## config.mk

```make
export PLATFORM = sky130hd
export DESIGN_NAME = dispatch_1_4_flat
export DESIGN_NICKNAME = d
export VERILOG_FILES = /design/src/rtl/dispatch_1_4_if.sv /design/src/rtl/dispatch_1_4.sv /design/src/flat_wrapper.sv
export SDC_FILE = /design/constraint.sdc
export NUM_CORES = 1
export LEC_CHECK = 0
export ABC_AREA = 1
export CAP_MARGIN = 40
export CORE_MARGIN = 2
export CORE_UTILIZATION = 35
export DETAILED_ROUTE_END_ITERATION = 8
export PLACE_DENSITY = 0.69
export REMOVE_ABC_BUFFERS = 1
export SYNTH_ARGS = -nofsm -noshare
export SYNTH_HDL_FRONTEND = slang
export SYNTH_SLANG_ARGS = --single-unit
```

## constraint.sdc

```tcl
create_clock -name CLK -period 1.2 [get_ports CLK]
set_input_delay 0.12 -clock CLK [delete_from_list [all_inputs] [get_ports CLK]]
set_output_delay 0.12 -clock CLK [all_outputs]
set_load 0.1 [all_outputs]
```

## src/rtl/dispatch_1_4_if.sv

```systemverilog
// Handshake bundle between upstream source, dispatcher and the downstream DEMUX_1_4 pair.
// Latency: none (wires only).
// Backpressure: IN_READY toward the source, CH_READY from the four demux channels.
interface dispatch_1_4_if #(
    parameter int BITS_NUM = 8
);
    logic [BITS_NUM-1:0] IN_DATA;
    logic                IN_VALID;
    logic                IN_READY;
    logic [3:0]          CH_READY;
    logic [BITS_NUM-1:0] X;
    logic [1:0]          SEL;
    logic                VALID;

    // Environment side: drives the input stream and channel readiness.
    modport master (
        output IN_DATA,
        output IN_VALID,
        input  IN_READY,
        output CH_READY,
        input  X,
        input  SEL,
        input  VALID
    );

    // Dispatcher side.
    modport slave (
        input  IN_DATA,
        input  IN_VALID,
        output IN_READY,
        input  CH_READY,
        output X,
        output SEL,
        output VALID
    );
endinterface

```

## src/rtl/dispatch_1_4.sv

```systemverilog
// Round-robin 1-to-4 dispatcher: single holding register feeding DEMUX_1_4 X/SEL/VALID.
// Latency: word accepted at edge k is presented after edge k, earliest drain at edge k+1.
// Backpressure: IN_READY = EMPTY || drain; optional stall retarget under DISPATCH_1_4_RETARGET_EN.
module dispatch_1_4 #(
    parameter int BITS_NUM    = 8,
    parameter int STALL_LIMIT = 4
) (
    input  logic         CLK,
    input  logic         RST_N,
    dispatch_1_4_if.slave bus
);

    typedef enum logic {
        EMPTY = 1'b0,
        FULL  = 1'b1
    } state_t;

    state_t              state_q;
    logic [BITS_NUM-1:0] x_q;
    logic [1:0]          sel_q;
    logic [1:0]          ptr_q;

    logic full;
    logic drain;
    logic in_ready;
    logic accept;

    assign full     = (state_q == FULL);
    // The held word leaves only through the channel it currently targets.
    assign drain    = full && bus.CH_READY[sel_q];
    // Combinational on CH_READY so a drain and a new accept share one edge.
    assign in_ready = !full || drain;
    assign accept   = bus.IN_VALID && in_ready;

    assign bus.IN_READY = in_ready;
    assign bus.X        = x_q;
    assign bus.SEL      = sel_q;
    assign bus.VALID    = full;

`ifdef DISPATCH_1_4_RETARGET_EN
    localparam int SW = $clog2(STALL_LIMIT + 1);
    localparam logic [SW-1:0] LIMIT = SW'(STALL_LIMIT);

    logic [SW-1:0] stall_q;
    logic          stalled;
    logic          alt_found;
    logic [1:0]    alt_sel;
    logic          retarget;

    assign stalled = full && !bus.CH_READY[sel_q];

    // First ready channel after the stuck one, searching SEL+1, SEL+2, SEL+3.
    always_comb begin
        alt_found = 1'b0;
        alt_sel   = sel_q;
        for (int k = 1; k < 4; k++) begin
            if (!alt_found && bus.CH_READY[sel_q + 2'(k)]) begin
                alt_found = 1'b1;
                alt_sel   = sel_q + 2'(k);
            end
        end
    end

    // A stalled word never drains, so retarget and drain are mutually exclusive.
    assign retarget = stalled && (stall_q == LIMIT) && alt_found;

    // Stall counter saturates at the limit and restarts whenever the word moves.
    always_ff @(posedge CLK or negedge RST_N) begin
        if (!RST_N) begin
            stall_q <= '0;
        end else if (drain || retarget) begin
            stall_q <= '0;
        end else if (stalled && (stall_q != LIMIT)) begin
            stall_q <= stall_q + 1'b1;
        end
    end
`else
    // Without retargeting the word waits on its channel forever; the limit is inert.
    localparam int unused_stall_limit = STALL_LIMIT;
    logic retarget;
    logic [1:0] alt_sel;
    assign retarget = 1'b0;
    assign alt_sel  = sel_q;
`endif

    // Holding register state machine; X/SEL keep their last values once drained.
    always_ff @(posedge CLK or negedge RST_N) begin
        if (!RST_N) begin
            state_q <= EMPTY;
            x_q     <= '0;
            sel_q   <= 2'd0;
            ptr_q   <= 2'd0;
        end else if (accept) begin
            x_q     <= bus.IN_DATA;
            sel_q   <= ptr_q;
            ptr_q   <= ptr_q + 2'd1;
            state_q <= FULL;
        end else if (drain) begin
            state_q <= EMPTY;
        end else if (retarget) begin
            // Only the destination moves; the rotation pointer is left alone.
            sel_q   <= alt_sel;
        end
    end

endmodule

```

## src/flat_wrapper.sv

```systemverilog
// flat-port wrapper written by rule: the top's interface ports become plain ports
module dispatch_1_4_flat 
#(
    parameter int BITS_NUM    = 8,
    parameter int STALL_LIMIT = 4
)
  (CLK, RST_N, bus_IN_DATA, bus_IN_VALID, bus_IN_READY, bus_CH_READY, bus_X, bus_SEL, bus_VALID);
  dispatch_1_4_if #(.BITS_NUM(BITS_NUM)) bus_i ();
  input  logic CLK;
  input  logic RST_N;
  input wire logic [$bits(bus_i.IN_DATA)-1:0] bus_IN_DATA;
  input wire logic [$bits(bus_i.IN_VALID)-1:0] bus_IN_VALID;
  output wire logic [$bits(bus_i.IN_READY)-1:0] bus_IN_READY;
  input wire logic [$bits(bus_i.CH_READY)-1:0] bus_CH_READY;
  output wire logic [$bits(bus_i.X)-1:0] bus_X;
  output wire logic [$bits(bus_i.SEL)-1:0] bus_SEL;
  output wire logic [$bits(bus_i.VALID)-1:0] bus_VALID;
  assign bus_i.IN_DATA = bus_IN_DATA;
  assign bus_i.IN_VALID = bus_IN_VALID;
  assign bus_IN_READY = bus_i.IN_READY;
  assign bus_i.CH_READY = bus_CH_READY;
  assign bus_X = bus_i.X;
  assign bus_SEL = bus_i.SEL;
  assign bus_VALID = bus_i.VALID;
  dispatch_1_4 #(.BITS_NUM(BITS_NUM), .STALL_LIMIT(STALL_LIMIT)) u_core (.CLK(CLK), .RST_N(RST_N), .bus(bus_i));
endmodule
```

Word-level counts from Yosys, hierarchy flattened
Cells that the tools add are included.
{ "word_totals": {"register_bits": 13, "inputBits": 15, "output_inout_bits": 12, "elab_cells": 15} }
{ "classes": {"n_addsub": 1, "order_cmp": 1, "muxes": 4, "n_reduce_logical": 5} }
{ "op_table": {"columns": ["op", "n"], "rows": [
  ["less-than comparator 2 x 3 -> 1 bit, second input constant", 1],
  ["two-way mux 1 bit", 3],
  ["adder 2 x 1 -> 2 bit, second input constant", 1],
  ["binary-select mux 1 bit (select 2 bit)", 1],
  ["logical AND 1 bit", 2],
  ["nonzero test 2 bit", 1],
  ["zero test 1 bit", 1],
  ["logical OR 1 bit", 1]
]} }

Depth between registers and ports, before layout
{ "logic_depth": {"depth_word": 6, "depth_mapped": 9, "mapped_depth_nobuf": 8} }

Worst setup path after synthesis
OpenSTA, ideal clock, no wires.
{ "synth_path": {"path_kind": "flip-flop to flip-flop", "startpoint": "register u_core.sel_q[0] (netlist: u_core.bus.SEL[0])", "endpoint": "register u_core.x_q[0] (netlist: u_core.bus.X[0])", "setup_ns": 0.122, "arrival_ns": 1.798, "t_required_ns": 1.078, "path_slack_ns": -0.720, "stages_incl_launch_ff": 9, "path_buffers": 1, "period_less_slack_ns": 1.920, "cell_sequence": "dfrtp_1 -> inv_1 -> nand2_1 -> nand3_1 -> nand2_2 -> nand2_4 -> buf_6 -> nand3_1 -> nand2_1"} }
{ "synth_via": {"elab_chain_cells": 5} }
{ "synth_rtl": {"columns": ["item", "line", "rtl"], "rows": [
  ["start, declared", "dispatch_1_4.sv:20", "logic [1:0] sel_q;"],
  ["start signal, assigned", "dispatch_1_4.sv:95", "sel_q <= ptr_q;"],
  ["start signal, assigned", "dispatch_1_4.sv:102", "sel_q <= alt_sel;"],
  ["binary-select mux 1 bit (select 2 bit)", "dispatch_1_4.sv:30", "assign drain = full && bus.CH_READY[sel_q];"],
  ["two-way mux 1 bit (not written as such)", "dispatch_1_4.sv:30", null],
  ["logical AND 1 bit", "dispatch_1_4.sv:30", null],
  ["logical OR 1 bit", "dispatch_1_4.sv:32", "assign in_ready = !full || drain;"],
  ["via bus_IN_READY", "flat_wrapper.sv:13", "output wire logic [$bits(bus_i.IN_READY)-1:0] bus_IN_READY;"],
  ["logical AND 1 bit", "dispatch_1_4.sv:33", "assign accept = bus.IN_VALID && in_ready;"],
  ["end signal, assigned", "dispatch_1_4.sv:94", "x_q <= bus.IN_DATA;"],
  ["end, declared", "dispatch_1_4.sv:19", "logic [BITS_NUM-1:0] x_q;"]
]} }
The timed path passes the listed nets, and every way through them passes these cells. The select of a mux whose other input is x is not followed.
A chain may end at the register's enable or synchronous reset.

Worst setup path after layout
{ "layout_path": {"startpoint": "register u_core.sel_q[0] (netlist: u_core.bus.SEL[0])", "endpoint": "output port bus_IN_READY"} }
{ "layout_via": {"elab_chain_cells": 4} }
{ "layout_rtl": {"columns": ["item", "line"], "rows": [
  ["binary-select mux 1 bit (select 2 bit)", "dispatch_1_4.sv:30"],
  ["two-way mux 1 bit (not written as such)", "dispatch_1_4.sv:30"],
  ["logical AND 1 bit", "dispatch_1_4.sv:30"],
  ["logical OR 1 bit", "dispatch_1_4.sv:32"],
  ["end, declared", "flat_wrapper.sv:13"]
]} }
Every way passes these cells. The select of a mux whose other input is x is not followed.

==> results.md <==
* # nets final at 118
* Per-cell via count in the routed design at 4.70
* Transition at the pin with the smallest max-transition slack at 0.222 ns
* Synthesized cell area at 581 sq um
* Filler cell count at 125
* Final instance area at 1040 sq um
* Worst hold margin at 0.155 ns
* WL/cell at 11.9 um
* Detailed Routing Iterations Pass 1 at 3
* Buffers from clock root to sink, at most at 2
* RSZ-0062 raised after global routing: yes
* Sequential share of the synthesized area at 56.0%
* Number of antenna violations at the first check in global routing at 0
* Commonest non-fill, non-tap cell in the layout: nand2_1
* Critical path endpoint category: primary output
* Hold Vio Cnt, Final at 0
* Yosys reg bits at 13
* Finished Core Util at 68.4%
* Wire length of the first global-routing pass at 2370 um
* Worst max-slew margin expressed relative to the limit at 85.1%
* Highest-count cells in the layout ignoring fill and taps: nand2_1, clkdlybuf4s50_1, dfrtp_1
* Critical path type: flop to primary output
* Setup Skew at 0.00689 ns
* # setup viols final at 13
* Final Worst Setup Slack at -0.111 ns
* Post-Place Setup Slack at -0.0949 ns
* Input/output buffers at 26
* X dimension of the die at 44.7 um
* DRT iter0 DRCs at 7
* TritonCTS clock tree: yes
* Total inserted antenna cells at 0
* Clk root buf: clkbuf_4
* Instance count of the mapped netlist at 68
* Endpoint arrival time on the critical path at 1.19 ns
* GRT Total Usage at 16.7%
* H-tree depth at 1
* Fin crit share at 109%
* Detailed-placement wirelength estimate at 1100 um
* Nature of the critical path startpoint: flop
* Status: finished with violations
* Die Y-Extent at 44.7 um
* Register clock-pin slew on the reported worst setup and hold paths at 0.08 ns
* Mean Syn Cell Area at 8.54 sq um
* Total number of clock tree sinks at 13
* Count of synthesis-stage warnings from yosys at 0
* Overall routed net length at 1400 um
* Pin count of the biggest net entering global routing at 14
* Die area at 2000 sq um
* CTS Hold Bufs at 0
* Critical path data required time at 1.08 ns
* Maximum fanout along the worst path at 4
* Overall overflow remaining after global route at 0
* Weighted congestion reported at the end of routability-driven placement at 0.717
* Final Critical Period at 1.31 ns
* Share of cells above drive strength 1 at 25.5%
* Row count at 14
* Violated checks: negative setup slack
* Max-slew violation count at 0
* Type of the most critical hold path: input port to async pin
* Via count of the first global-routing pass at 543
* Count of nets left with antenna violations after detail routing at 0
* DR vias at 555
* I/O pin total at 27
* FF/Latch Area at 325 sq um
* Count of cell types in the netlist at 8
* CTS Buf Count at 3
* DP Area at 992 sq um
* Later-pin clock latency in the skew report at 0.27 ns
* Area added between synthesis and finish at 79.5%
* Fmax at 763 MHz
* Core Box Area at 1520 sq um
* Reported max-cap violation count at 0
* Residual DRC count at 0
* Total area of multi-input combinational cells at 215 sq um
* Effective utilization at floorplan at 38.1%
==> registers in the layout, summed over array words and instances, names as in the netlist <==
signal,count
u_core.bus.VALID,1
u_core.bus.SEL,2
u_core.ptr_q,2
u_core.bus.X,8
==> worst max-delay path, cell delays in order, from the launching register on <==
cell and delay, ns:
dfrtp_1 0.41, inv_1 0.08, nand2_1 0.07, nand3_2 0.07, nand2_2 0.06, nand2_4 0.07, buf_12 0.17
==> per-stage QoR <==
step                      setup TNS, ns  instances
after detailed placement         -0.822        112
after global routing              -2.06        118
after global placement           -0.665        112
after CTS                        -0.711        118
after floorplan                  -11.07         65
final                            -0.771        118
==> layout make-up <==
| cell class | instances | area share [%] |
|---|---|---|
| clock buffers | 4 | 2.52 |
| inverters | 5 | 1.80 |
| multi-input cells | 47 | 20.6 |
| flip-flops and latches | 13 | 31.2 |
| well taps | 16 | 1.92 |
| repair buffers | 33 | 41.9 |
==> synthesized netlist by cell type, drive strengths merged <==
| master | number | share of area [%] |
|---|---|---|
| buf | 2 | 3.9 |
| inv | 5 | 3.2 |
| clkbuf | 1 | 0.65 |
| nand2 | 34 | 25 |
| dfrtp | 13 | 56 |
| nand3 | 13 | 11 |
==> cell families (layout without fill, tap and decap cells) <==
kind of cell / after synthesis / in the layout / share of synthesized area [%]
buffers and inverters: 8 / 42 / 7.76
and+or+nand+nor: 47 / 47 / 36.2
DFF: 13 / 13 / 56.0
==> final timing paths <==
kind                       depth (start not counted)  slack [ns]                           to                          start
max                                                6       -0.11                 bus_IN_READY  u_core.bus.SEL[0]$_DFFE_PN0P_
min                                                2        0.16  u_core.bus.X[3]$_DFFE_PN0P_                          RST_N
max reg2reg                                        9       -0.08  u_core.bus.X[1]$_DFFE_PN0P_  u_core.bus.SEL[0]$_DFFE_PN0P_
min reg2reg                                        2        0.51  u_core.ptr_q[0]$_DFFE_PN0P_    u_core.ptr_q[0]$_DFFE_PN0P_
max in group asynchronous                          2        0.88  u_core.ptr_q[1]$_DFFE_PN0P_                          RST_N
min in group CLK                                   3        0.41  u_core.bus.X[7]$_DFFE_PN0P_                 bus_IN_DATA[7]
==> per-layer routing <==
metal | GRT usage (%) | part of all wire (%) | up-vias | wire length [um]
met1 | 17.6 | 36 | 258 | 510
met3 | 3.60 | 5.0 | 2 | 70
li1 | - | - | 279 | -
met4 | 7.27 | 1.1 | 0 | 15
met5 | 0 | 0 | - | 0
met2 | 31.3 | 57 | 16 | 805
==> repair_timing <==
action / CTS / global route
pin swaps: 2 / 0
gates resized for setup: 2 / 0
endpoints found under the setup margin: 2 / 14
setup buffers: 2 / 0
Power is not shown: default switching activity piles up to over one toggle a cycle in this logic, so the estimate is an artifact.
